--- config.mk ---
export PLATFORM = sky130hd
export DESIGN_NAME = plru_array
export DESIGN_NICKNAME = d
export VERILOG_FILES = /design/src/rtl/plru_pkg.sv /design/src/rtl/plru_set.sv /design/src/rtl/plru_array.sv
export SDC_FILE = /design/constraint.sdc
export NUM_CORES = 1
export LEC_CHECK = 0
export ABC_AREA = 1
export BUFFER_PORTS_ARGS = -buffer_cell sky130_fd_sc_hd__buf_2
export CORE_UTILIZATION = 35
export CTS_BUF_LIST = sky130_fd_sc_hd__clkbuf_4 sky130_fd_sc_hd__clkbuf_8
export DETAILED_ROUTE_END_ITERATION = 12
export PLACE_DENSITY_LB_ADDON = 0.12
export SYNTH_ARGS = -nofsm -noshare
export SYNTH_HDL_FRONTEND = slang
export SYNTH_HIERARCHICAL = 1
export SYNTH_SLANG_ARGS = --single-unit
--- constraint.sdc ---
create_clock -name clk -period 1 [get_ports clk]
set_input_delay 0.1 -clock clk [delete_from_list [all_inputs] [get_ports clk]]
set_output_delay 0.1 -clock clk [all_outputs]
set_load 0.02 [all_outputs]
--- src/rtl/plru_pkg.sv ---
`default_nettype none
// ============================================================================
// Module      : plru_pkg
// Description : Shared types and tree pseudo-LRU helpers for plru_array.
//               Trees are passed zero-extended to MAX_TREE_W bits and ways to
//               MAX_WAY_W bits. 'levels' is log2(number of ways).
//               Node 0 is the root. Node n has child 2n+1 for the lower half
//               and child 2n+2 for the upper half. A bit of 0 points the
//               victim to the lower half.
//               Both maxima carry one spare bit, so a caller's unused upper
//               slice is never zero-width, even at 16 ways.
// Revision    : 1.0 - initial release
// ============================================================================
package plru_pkg;

  localparam int MAX_LEVELS = 4;
  localparam int MAX_TREE_W = 16;
  localparam int MAX_WAY_W  = 5;

  typedef enum logic [0:0] {
    IDLE  = 1'b0,
    FLUSH = 1'b1
  } flush_state_e;

  // Point every node on the path of 'way' away from it.
  // Node (d, p) sits at depth d, position p, and has index (2^d - 1 + p).
  // It is on the path when the top d bits of the way equal p.
  function automatic logic [MAX_TREE_W-1:0] plru_touch(
    input logic [MAX_TREE_W-1:0] tree,
    input logic [MAX_WAY_W-1:0]  way,
    input int                    levels
  );
    logic [MAX_TREE_W-1:0] t;
    int                    wi;
    t  = tree;
    wi = int'(way);
    for (int d = 0; d < MAX_LEVELS; d++) begin
      for (int p = 0; p < (1 << d); p++) begin
        if (d < levels && (wi >> (levels - d)) == p) begin
          t[(1 << d) - 1 + p] = (((wi >> (levels - d - 1)) & 1) == 0);
        end
      end
    end
    return t;
  endfunction

  // Walk from the root and build the victim one bit per level.
  function automatic logic [MAX_WAY_W-1:0] plru_victim(
    input logic [MAX_TREE_W-1:0] tree,
    input int                    levels
  );
    int   pre;
    logic b;
    pre = 0;
    for (int d = 0; d < MAX_LEVELS; d++) begin
      b = 1'b0;
      for (int p = 0; p < (1 << d); p++) begin
        if (d < levels && pre == p) begin
          b = tree[(1 << d) - 1 + p];
        end
      end
      if (d < levels) begin
        pre = 2 * pre + (b ? 1 : 0);
      end
    end
    return MAX_WAY_W'(pre);
  endfunction

endpackage
`default_nettype wire

--- src/rtl/plru_set.sv ---
`default_nettype none
// ============================================================================
// Module      : plru_set
// Description : Tree-bit register row for one cache set.
//               Clear has priority over write.
// Ports       : clk      - clock, rising edge
//               rst      - asynchronous active-low reset, clears the row
//               wr_en    - load wr_tree at the clock edge
//               wr_tree  - new tree bits
//               clr      - synchronous clear of the row
//               tree     - current tree bits
// Revision    : 1.0 - initial release
// ============================================================================
module plru_set
  import plru_pkg::*;
#(
  parameter int TREE_W = 1
) (
  input  logic              clk,
  input  logic              rst,
  input  logic              wr_en,
  input  logic [TREE_W-1:0] wr_tree,
  input  logic              clr,
  output logic [TREE_W-1:0] tree
);

  always_ff @(posedge clk or negedge rst) begin
    if (!rst) begin
      tree <= '0;
    end else if (clr) begin
      tree <= '0;
    end else if (wr_en) begin
      tree <= wr_tree;
    end
  end

endmodule
`default_nettype wire

--- src/rtl/plru_array.sv ---
`default_nettype none
// ============================================================================
// Module      : plru_array
// Description : Per-set tree pseudo-LRU replacement state.
//               The cache controller uses two operations:
//               - touch: marks (set, way) most-recently-used.
//               - lookup: returns the victim way one cycle later.
//               A lookup that hits the set touched in the same cycle sees
//               the post-touch tree.
//               Optional feature macro: PLRU_FLUSH_EN. It adds a whole-array
//               clear sequencer that clears one set per cycle, and adds the
//               flush_req and busy ports.
// Ports       : clk                  - clock, rising edge
//               rst                  - asynchronous active-low reset
//               touch_valid/set/way  - touch request
//               lookup_valid/set     - victim request
//               victim_valid/way     - registered victim, one-cycle pulse
//               flush_req            - start array clear (PLRU_FLUSH_EN)
//               busy                 - clear in progress (PLRU_FLUSH_EN)
//               ready                - touch/lookup accepted this cycle
// Revision    : 1.0 - initial release
// ============================================================================
module plru_array
  import plru_pkg::*;
#(
  parameter int NUM_SETS = 64,
  parameter int NUM_WAYS = 2
) (
  input  logic                        clk,
  input  logic                        rst,
  input  logic                        touch_valid,
  input  logic [$clog2(NUM_SETS)-1:0] touch_set,
  input  logic [$clog2(NUM_WAYS)-1:0] touch_way,
  input  logic                        lookup_valid,
  input  logic [$clog2(NUM_SETS)-1:0] lookup_set,
  output logic                        victim_valid,
  output logic [$clog2(NUM_WAYS)-1:0] victim_way,
`ifdef PLRU_FLUSH_EN
  input  logic                        flush_req,
  output logic                        busy,
`endif
  output logic                        ready
);

  localparam int SET_W  = $clog2(NUM_SETS);
  localparam int WAY_W  = $clog2(NUM_WAYS);
  localparam int TREE_W = NUM_WAYS - 1;

  logic [TREE_W-1:0]           rows [NUM_SETS];
  logic [NUM_SETS-1:0]         clr_en;
  logic                        touch_fire;
  logic                        lookup_fire;
  logic [TREE_W-1:0]           touch_tree;
  logic [TREE_W-1:0]           lookup_tree;
  logic [WAY_W-1:0]            victim_next;
  logic [MAX_TREE_W-1:TREE_W]  touch_unused;
  logic [MAX_WAY_W-1:WAY_W]    victim_unused;

  assign touch_fire  = touch_valid & ready;
  assign lookup_fire = lookup_valid & ready;

  // Read-modify-write of the touched row. When the lookup hits the same set,
  // it reads the forwarded post-touch tree.
  always_comb begin
    {touch_unused, touch_tree} = plru_touch(
      {{(MAX_TREE_W-TREE_W){1'b0}}, rows[touch_set]},
      {{(MAX_WAY_W-WAY_W){1'b0}}, touch_way},
      WAY_W);
    lookup_tree = (touch_fire && (touch_set == lookup_set)) ? touch_tree
                                                            : rows[lookup_set];
    {victim_unused, victim_next} = plru_victim(
      {{(MAX_TREE_W-TREE_W){1'b0}}, lookup_tree}, WAY_W);
  end

  for (genvar s = 0; s < NUM_SETS; s++) begin : g_set
    plru_set #(
      .TREE_W (TREE_W)
    ) u_set (
      .clk     (clk),
      .rst     (rst),
      .wr_en   (touch_fire && (touch_set == SET_W'(s))),
      .wr_tree (touch_tree),
      .clr     (clr_en[s]),
      .tree    (rows[s])
    );
  end

  always_ff @(posedge clk or negedge rst) begin
    if (!rst) begin
      victim_valid <= 1'b0;
      victim_way   <= '0;
    end else begin
      victim_valid <= lookup_fire;
      if (lookup_fire) begin
        victim_way <= victim_next;
      end
    end
  end

`ifdef PLRU_FLUSH_EN
  flush_state_e      state;
  flush_state_e      state_next;
  logic [SET_W-1:0]  flush_cnt;

  always_ff @(posedge clk or negedge rst) begin
    if (!rst) begin
      state     <= IDLE;
      flush_cnt <= '0;
    end else begin
      state <= state_next;
      if (state == FLUSH) begin
        flush_cnt <= flush_cnt + 1'b1;
      end else begin
        flush_cnt <= '0;
      end
    end
  end

  always_comb begin
    state_next = state;
    case (state)
      IDLE:    if (flush_req) state_next = FLUSH;
      FLUSH:   if (flush_cnt == SET_W'(NUM_SETS - 1)) state_next = IDLE;
      default: state_next = IDLE;
    endcase
  end

  // A flush request in IDLE takes priority: touch and lookup are refused
  // in that same cycle.
  always_comb begin
    busy   = (state == FLUSH);
    ready  = (state == IDLE) && !flush_req;
    clr_en = '0;
    if (state == FLUSH) begin
      clr_en[flush_cnt] = 1'b1;
    end
  end
`else
  assign ready  = 1'b1;
  assign clr_en = '0;
`endif

endmodule
`default_nettype wire
==> Word level (Yosys, flattened, before mapping) <==
Cells that the tools add are included.
{ "word_totals": {"mem_bits_ro": 0, "latchBits": 0, "elab_cells": 204, "output_inout_bits": 3, "ram_bits": 0, "mem_count": 0, "reg_bits": 66, "in_bits": 17} }
{ "classes": {"n_reduce_logical": 67, "add_sub_neg": 0, "shifts": 0, "n_eq_ne": 64, "order_cmp": 1, "n_mux": 5, "n_mul": 0, "div_mod_pow": 0, "n_bitwise": 1} }
{ "ops": {"columns": ["operator", "n"], "rows": [
  ["== test 6 bit (second input constant)", 32],
  ["== test 6 x 5 -> 1 bit (second input constant)", 16],
  ["logical AND 1 bit", 65],
  ["== test 6 x 4 -> 1 bit (second input constant)", 8],
  ["zero test 32 bit", 1],
  ["== test 6 x 3 -> 1 bit (second input constant)", 4],
  ["== test 6 x 2 -> 1 bit (second input constant)", 2],
  ["greater-or-equal comparator 7 bit (second input constant)", 1],
  ["inverter 6 -> 7 bit", 1],
  ["binary-select mux 1 bit (select 6 bit)", 1],
  ["== test 6 x 1 -> 1 bit (second input constant)", 1],
  ["== test 6 bit", 1],
  ["zero test 6 bit", 1],
  ["2-to-1 mux 1 bit", 4]
]} }

==> Longest topological paths before layout <==
Gate-level depths: netlist of the first run.
{ "depth": {"depth_word": 6, "depth_mapped": 13, "ltp_nobuf": 11} }

==> Hierarchy <==
The synthesis of the first run kept the hierarchy.
{ "modules_own_cells": {"columns": ["module", "seq_area_each_um2", "n_inst", "area_each_um2", "cells_each"], "rows": [
  ["plru_set", 25.0, 64, 45.0, 6],
  ["plru_array", 50.0, 1, 1258.7, 277]
]} }

==> Worst setup path before layout of the first run <==
OpenSTA, ideal clock, no wires.
{ "synth_path": {"kind": "input -> register", "startpoint": "input port touch_way", "endpoint": "register victim_way", "slack_ns": -0.468, "stages": 5, "arrival_time_ns": 1.403, "n_path_buf": 0, "setup_ns": 0.065, "required_time_ns": 0.935, "path_cell_list": "inv_1 o21ai_0 inv_1 nand2_1 nand2_1"} }
{ "synth_between": {"elab_chain_len": 3} }
{ "synth_rtl": {"columns": ["item", "line", "text"], "rows": [
  ["start: declaration", "plru_array.sv:33", "input logic [$clog2(NUM_WAYS)-1:0] touch_way,"],
  ["zero test 32 bit", null, null],
  ["2-to-1 mux 1 bit", "plru_array.sv:69", "lookup_tree = (touch_fire && (touch_set == lookup_set)) ? touch_tree"],
  ["2-to-1 mux 1 bit", "plru_pkg.sv:63", "pre = 2 * pre + (b ? 1 : 0);"],
  ["end signal: assignment", "plru_array.sv:95", "victim_way <= victim_next;"],
  ["end: declaration", "plru_array.sv:37", "output logic [$clog2(NUM_WAYS)-1:0] victim_way,"]
]} }
No other way between the ends.
A chain may end at the register's enable or synchronous reset.

==> Worst setup path in the final report of the first run <==
{ "layout_path": {"startpoint": "register g_set[35].u_set.tree", "endpoint": "register victim_way"} }
{ "layout_between": {"elab_chain_len": 5} }
{ "layout_rtl": {"columns": ["item", "line", "text"], "rows": [
  ["start: declaration", "plru_set.sv:24", "output logic [TREE_W-1:0] tree"],
  ["start signal: assignment", "plru_set.sv:33", "tree <= wr_tree;"],
  ["binary-select mux 1 bit (select 6 bit)", "plru_array.sv:70", ": rows[lookup_set];"],
  ["2-to-1 mux 1 bit (not written as such) (2 in series)", "plru_array.sv:70", null],
  ["2-to-1 mux 1 bit", "plru_array.sv:69", null],
  ["2-to-1 mux 1 bit", "plru_pkg.sv:63", null]
]} }
No other way between the ends. The select of a mux whose other input is x is not followed.

==> results.md, run 1 <==
* Wire length of the first global-routing pass at 20100 um
* Worst hold path class: input port to flip-flop
* Ports at 20
* GRT Util Overall at 21.0%
* Synthesized flop and latch total at 66
* Max stage delay on crit path at 390 ps
* VDD IR-drop max at 0.883 mV
* Yosys top cell by area: dfrtp_1
* Largest net degree at the start of global routing at 67
* Yosys warning count at 6
* Die X at 111 um
* CP Data Arrival Time at 1470 ps
* Clock power frac at 36.5%
* I/O Buffers at 18
* Worst setup EP type: flip-flop
* Critical-path cell list: nand2_1 > nand3_2 > nand3_2 > nand2_2 > nand2_1 > nand3_1 > nand3b_1 > nand3_1 > nand2_1 > nand2_1
* Top-area cell type share of the netlist area at 39.9%
* CORE AREA at 11500 um^2
* Clk_skew at 7.27 ps
* Synth area leaders: dfrtp_1 40%, nand2_1 21%, nand3_1 15%, nor2_1 12%, inv_1 7.1%
* Worst Path Max Fanout at 2
* Sequential cell area fraction in the yosys report at 39.9%
* Internal at 4.05 mW
* Seq pwr share at 47.8%
* Total Wirelength at 11900 um
* Num CTS Buffers at 9
* DIE HEIGHT at 111 um
* Synth Instances at 661
* Clk Latency, worst-skew pair at 360 ps
* CP max stage cell: dfrtp_1
* Status: finished, violations left
* Top layer in use: met4
* Violated checks: negative setup slack
* Fin util at 47.9%
* Netlist cell types at 19
* Reg clk slew, reported paths at 70 ps
* Initial Utilization at 36.1%
* Routed wl met3 at 435 um
* F_max at 827 MHz
* Final Slew Violations at 0
* PwrDens at 1030 nW/um^2
* Area of the multi-input gates at 2640 um^2
* Clock sink count at 66
* Number of global-route vias before repair at 4143
* Root Driver: clkbuf_8
* Minimum clock period after layout at 1210 ps
* Avg Vias per Cell at 4.33
* Startpoint types: flip-flop
* EDFF count, synth at 0
* Synth Flop Type: dfrtp_1
* Required @ worst endpoint at 1260 ps
* Logic pwr share at 15.6%
* Final Net Count at 869
* CTS HTree Levels at 3
* Initial antenna violation count at 0
* Net Sw Frac at 28.2%
* First-pass iteration count of the detailed router at 4
* Post-synth design cell area at 4140 um^2
* Grt ovf at 0
* Routability Congestion at 0.823
* Avg Cell Area, Syn at 6.27 um^2
* Final worst-path cycle share at 121%
* FF+latch area at 1650 um^2
* Layout area overhead at 32.7%
* DRC at 0
* Final hold viol count at 0
* Layout cells sized above 1 at 12.9%
* M1 WL at 5560 um
* Die area at 12300 um^2
* WL met2 at 5650 um
* Routed len/inst at 12.0 um
* Leakage Power at 2.88 nW
* CTS Buffer Depth at 2
* Most frequent cells after synthesis: 230 x nand2_1, 135 x nor2_1, 122 x nand3_1
* Final ANT Viol Nets at 0
* Crit Path Class: flip-flop to flip-flop
* CTS tree: built
* Crit path top cell by count: nand2_1
* Fillers at 1223
* Site Rows at 39
* Final setup viols at 2
* Vias at 4321
* DRT iter0 DRCs at 187
* Unrepaired setup endpoints after global routing: yes
* Asr flop ratio synth at 100%
* Max-cap violations at 0
* Final WS setup at -209 ps
* Most frequent cell after synthesis: nand2_1
* Placement Setup Slack at -276 ps
* Hpwl dp at 8590 um
* Switch Pwr at 1.59 mW
* Antenna Cells at 0
==> cells in the final DEF (no fill, tap or decap) <==
| cell type | count |
|---|---|
| nand2_1 | 220 |
| nor2_1 | 135 |
| conb_1 | 129 |
| nand3_1 | 105 |
| inv_1 | 77 |
| dfrtp_1 | 66 |
| buf_4 | 44 |
| nand3_2 | 17 |
| buf_2 | 17 |
| clkbuf_8 | 11 |
| nand2_2 | 10 |
| buf_12 | 5 |
| xor2_1 | 2 |
| o22ai_1 | 2 |
| clkbuf_4 | 2 |
| dlygate4sd3_1 | 2 |
| clkinvlp_4 | 1 |
| inv_6 | 1 |
| inv_2 | 1 |
| nand3b_1 | 1 |
| nor3_1 | 1 |
| xnor2_1 | 1 |
| o21ai_0 | 1 |
| nand4_1 | 1 |
| o21ai_1 | 1 |
| buf_6 | 1 |
==> final timing paths <==
| check | to | from | slack [ps] | cells past startpoint |
|---|---|---|---|---|
| max in group asynchronous | g_set[38].u_set/tree | rst | 410 | 3 |
| max reg2reg | victim_way | g_set[35].u_set/tree | -210 | 10 |
| max | victim_way | g_set[35].u_set/tree | -210 | 10 |
| min reg2reg | g_set[7].u_set/tree | g_set[7].u_set/tree | 470 | 2 |
| min in group asynchronous | g_set[57].u_set/tree | rst | 280 | 3 |
| min | victim_way | lookup_set[4] | 210 | 6 |
==> stage by stage <==
step	instances	hold slack [ps]	instance area [um^2]	TNS (ps)	power (mW)
final	997	211	5500	-228	5.64
after CTS	991	209	5370	-224	5.67
after global placement	972	162	5120	-7610	3.57
after detailed placement	972	154	5120	-8740	3.58
after floorplan	788	-196	4620	-6010	3.24
after global routing	997	276	5500	-375	5.94
==> flip-flops by register name, summed over array words and instances (netlist names) <==
| name | flops |
|---|---|
| victim_way | 1 |
| victim_valid | 1 |
| g_set.u_set/tree | 64 |
==> worst max-delay path: cells and delay by family (launching register included) <==
| kind | cells | cell delay [ps] |
|---|---|---|
| and+or+nand+nor | 10 | 710 |
| DFF | 1 | 390 |
==> cell families (layout without fill, tap and decap cells) <==
kind of cell              after synthesis  count (layout)  synth area share (%)
DFF                                    66              66                  39.9
and+or+nand+nor                       490             490                  48.3
other                                   2             129                 0.181
AOI/OAI and AO/OA                       4               4                 0.544
buffers and inverters                  96             162                  10.5
xor gates and xnor gates                3               3                 0.635
==> timing repair <==
action                                 CTS  global route
cloned                                   0             0
endpoints found under the hold margin   67             0
hold buffers                             2             0
gates resized for setup                  9            20
pin swaps                                4            15
buffers inserted                         4             6
setup endpoints to repair                2             2
==> per-layer routing <==
metal  vias up  global-route usage [%]
met1      1971                    26.9
li1       2276                       -
met5         -                       0
met3        17                    3.34
met2        57                    35.2
met4         0                    8.80
==> power groups by stage <==
| stage | registers (mW) | clock network (mW) | logic (mW) |
|---|---|---|---|
| floorplan | 2.75 | 0 | 0.481 |
| global route | 2.70 | 2.23 | 1.01 |
| finish | 2.70 | 2.06 | 0.883 |
| CTS | 2.70 | 2.12 | 0.854 |
| detailed placement | 2.75 | 0 | 0.830 |
| global placement | 2.75 | 0 | 0.825 |
==> area by class of cell <==
class | instances | share of cell area (%)
sequential | 66 | 30.1
clock buffer | 13 | 3.03
tap | 143 | 3.26
multi-input combinational | 626 | 48.1
timing repair buffer | 69 | 9.95
inverter | 80 | 5.62
No activity file was read; power rests on OpenSTA's default activity.
==> run 2, diff against run 1 <==
--- a/config.mk
+++ b/config.mk
@@ -7,7 +7,9 @@
 export LEC_CHECK = 0
 export ABC_AREA = 1
 export BUFFER_PORTS_ARGS = -buffer_cell sky130_fd_sc_hd__buf_2
-export CORE_UTILIZATION = 35
+export CELL_PAD_IN_SITES_DETAIL_PLACEMENT = 2
+export CELL_PAD_IN_SITES_GLOBAL_PLACEMENT = 2
+export CORE_UTILIZATION = 31
 export CTS_BUF_LIST = sky130_fd_sc_hd__clkbuf_4 sky130_fd_sc_hd__clkbuf_8
 export DETAILED_ROUTE_END_ITERATION = 12
 export PLACE_DENSITY_LB_ADDON = 0.12
==> run 2 against run 1 <==
Compared with the run above: the run still ends with negative setup slack left; maximum frequency is 16% lower; cell count increased by 5.8%; via count rose by 25%; highest routed layer unchanged.
==> results.md, run 2 (synthesized netlist as in run 1, its figures left out) <==
* Final WS setup at -441 ps (-232 ps)
* Final Net Count at 895 (+3.0%)
* CTS HTree Levels at 3 (unchanged)
* Seq pwr share at 41.7% (-6.1 points)
* Most common cell after layout, fill and taps aside: nand2_1
* Leakage Power at 3.11 nW (+7.7%)
* Worst hold path class: input port to flip-flop
* Initial Utilization at 32.3% (-3.8 points)
* Hold EP: g_set[3].u_set/tree
* Net Sw Frac at 32.3% (+4.1 points)
* Max reg flops at 64 (unchanged)
* CTS Buffer Depth at 2 (unchanged)
* Logic pwr share at 17.6% (+2.0 points)
* Wire length of the first global-routing pass at 34100 um (+70%)
* Internal at 4.39 mW (+8.4%)
* Worst Path Max Fanout at 2 (unchanged)
* Commonest non-fill, non-tap cells in the layout: 214 x nand2_1, 129 x conb_1, 124 x nor2_1, 90 x nand3_1, 77 x inv_1
* Min Hold Slack at 252 ps (+40.8 ps)
* Clock sink count at 66 (unchanged)
* Reg-to-Reg Start: g_set[18].u_set/tree
* Final hold viol count at 0 (unchanged)
* Largest net degree at the start of global routing at 67 (unchanged)
* DRT iter0 DRCs at 291 (+56%)
* Unrepaired setup endpoints after global routing: yes
* Hpwl dp at 12600 um (+47%)
* Violated checks: negative setup slack
* Clk Latency, worst-skew pair at 380 ps (+20 ps)
* Worst setup EP type: flip-flop
* Final worst-path cycle share at 144% (+23 points)
* R2r setup slk at -440 ps (-230 ps)
* Startpoint types: flip-flop
* Status: finished, violations left
* Initial antenna violation count at 0 (unchanged)
* Final setup viols at 20 (+18)
* VDD IR-drop max at 0.570 mV (-36%)
* First-pass iteration count of the detailed router at 5 (+1)
* Reg clk slew, reported paths at 100 ps (+30 ps)
* CTS tree: built
* Worst hold path cell count at 4 (-2)
* Ports at 20 (unchanged)
* Num CTS Buffers at 9 (unchanged)
* Die area at 13800 um^2 (+13%)
* Avg Vias per Cell at 5.10 (+18%)
* Required @ worst endpoint at 1270 ps (about the same)
* Root Driver: clkbuf_8
* Site Rows at 41 (+5.1%)
* Clock power frac at 40.7% (+4.2 points)
* Crit Path Class: flip-flop to flip-flop
* Switch Pwr at 2.10 mW (+31%)
* Reg2Reg Capture Point: victim_way
* F_max at 694 MHz (-16%)
* Hold path start: touch_way
* Biggest register: g_set.u_set/tree
* Inst Count DP at 1023 (+5.2%)
* DRC at 0 (unchanged)
* Top flop regs: g_set.u_set/tree x64, victim_valid x1, victim_way x1
* DIE HEIGHT at 118 um (+6.1%)
* Routability Congestion at 0.792 (-3.8%)
* Layout cells sized above 1 at 19.4% (+6.5 points)
* CP Data Arrival Time at 1710 ps (+240 ps)
* Finished Layout Cells at 1055 (+5.8%)
* Reg2Reg Depth at 10 (unchanged)
* CORE AREA at 12800 um^2 (+12%)
* Total Wirelength at 25600 um (+110%)
* Number of global-route vias before repair at 6148 (+48%)
* I/O Buffers at 18 (unchanged)
* Layout area overhead at 43.1%
* Grt ovf at 0 (unchanged)
* GRT Util Overall at 32.9% (+12 points)
* Minimum clock period after layout at 1440 ps (+232 ps)
* Antenna Cells at 0 (unchanged)
* Die X at 118 um (+6.1%)
* Final Slew Violations at 0 (unchanged)
* Vias at 5381 (+25%)
* Routed len/inst at 24.2 um (+100%)
* PwrDens at 1090 nW/um^2 (+6.5%)
* Final ANT Viol Nets at 0 (unchanged)
* Clk_skew at 15.6 ps (+8.29 ps)
* Max-cap violations at 0 (unchanged)
## run 2: changes by cell type in the layout (fill, tap and decap cells not counted), sizes merged
| cell | previous run | this run |
|---|---|---|
| clkinv | 0 | 1 |
| buf | 67 | 93 |
| clkbuf | 13 | 14 |
| bufinv | 0 | 1 |
## run 2: critical path: stages, from the launching register on
cell	delay, ps
dfrtp_1	430
nand2_2	110
nand3_2	110
nand3_2	120
nand2_1	70
nand2_1	90
nand3_2	80
nand3_2	90
nand3_2	70
nand2_1	60
nand2_1	70
## run 2: timing repair
action,in CTS,in global routing
endpoints found under the hold margin,67,0
endpoints found under the setup margin,3,21
hold buffers,2,0
buffers inserted,7,7
gates cloned,0,0
pin swaps,13,24
resized for setup,14,52
## run 2: layout make-up
class	instances	area, um^2
Fill cell	1569	6900
Multi-Input combinational cell	626	2780
Sequential cell	66	1650
Timing Repair Buffer	95	761
Inverter	80	309
Tap cell	172	215
Clock buffer	14	174
Clock inverter	2	35.0
## run 2: how the worst max path moves through the flow
stage / slack [ps] / to / cells after the start / startpoint
2_1_floorplan: -200 / victim_way / 5 / touch_way
3_3_place_gp: -310 / victim_way / 12 / lookup_set[0]
3_5_place_dp: -360 / victim_way / 9 / lookup_set[1]
4_1_cts: -260 / victim_way / 10 / g_set[0].u_set/tree
5_1_grt: -470 / victim_way / 10 / g_set[18].u_set/tree
6_report: -440 / victim_way / 10 / g_set[18].u_set/tree
## run 2: power by group through the flow
stage	Combinational, mW	Sequential [mW]	Clock [mW]
2_1_floorplan	0.481	2.75	0
3_3_place_gp	0.839	2.75	0
3_5_place_dp	0.880	2.75	0
4_1_cts	0.919	2.70	2.60
5_1_grt	1.21	2.71	2.72
6_report	1.14	2.70	2.64
## run 2: stage by stage
stage	instance area [um^2]	setup TNS (ps)	setup slack [ps]	util, %	power [mW]
2_1_floorplan	4620	-6010	-195	-	3.24
3_3_place_gp	5330	-5990	-310	41.6	3.59
3_5_place_dp	5330	-11870	-357	41.6	3.63
4_1_cts	5680	-350	-263	44.3	6.22
5_1_grt	5930	-2310	-471	46.2	6.63
6_report	5930	-1240	-441	46.2	6.48
## run 2: per-layer routing
| layer | global-route usage [%] | share of wire, % |
|---|---|---|
| met1 | 34.5 | 38 |
| met4 | 17.9 | 5.9 |
| met5 | 0 | 0 |
| met3 | 6.35 | 3.9 |
| met2 | 61.6 | 52 |
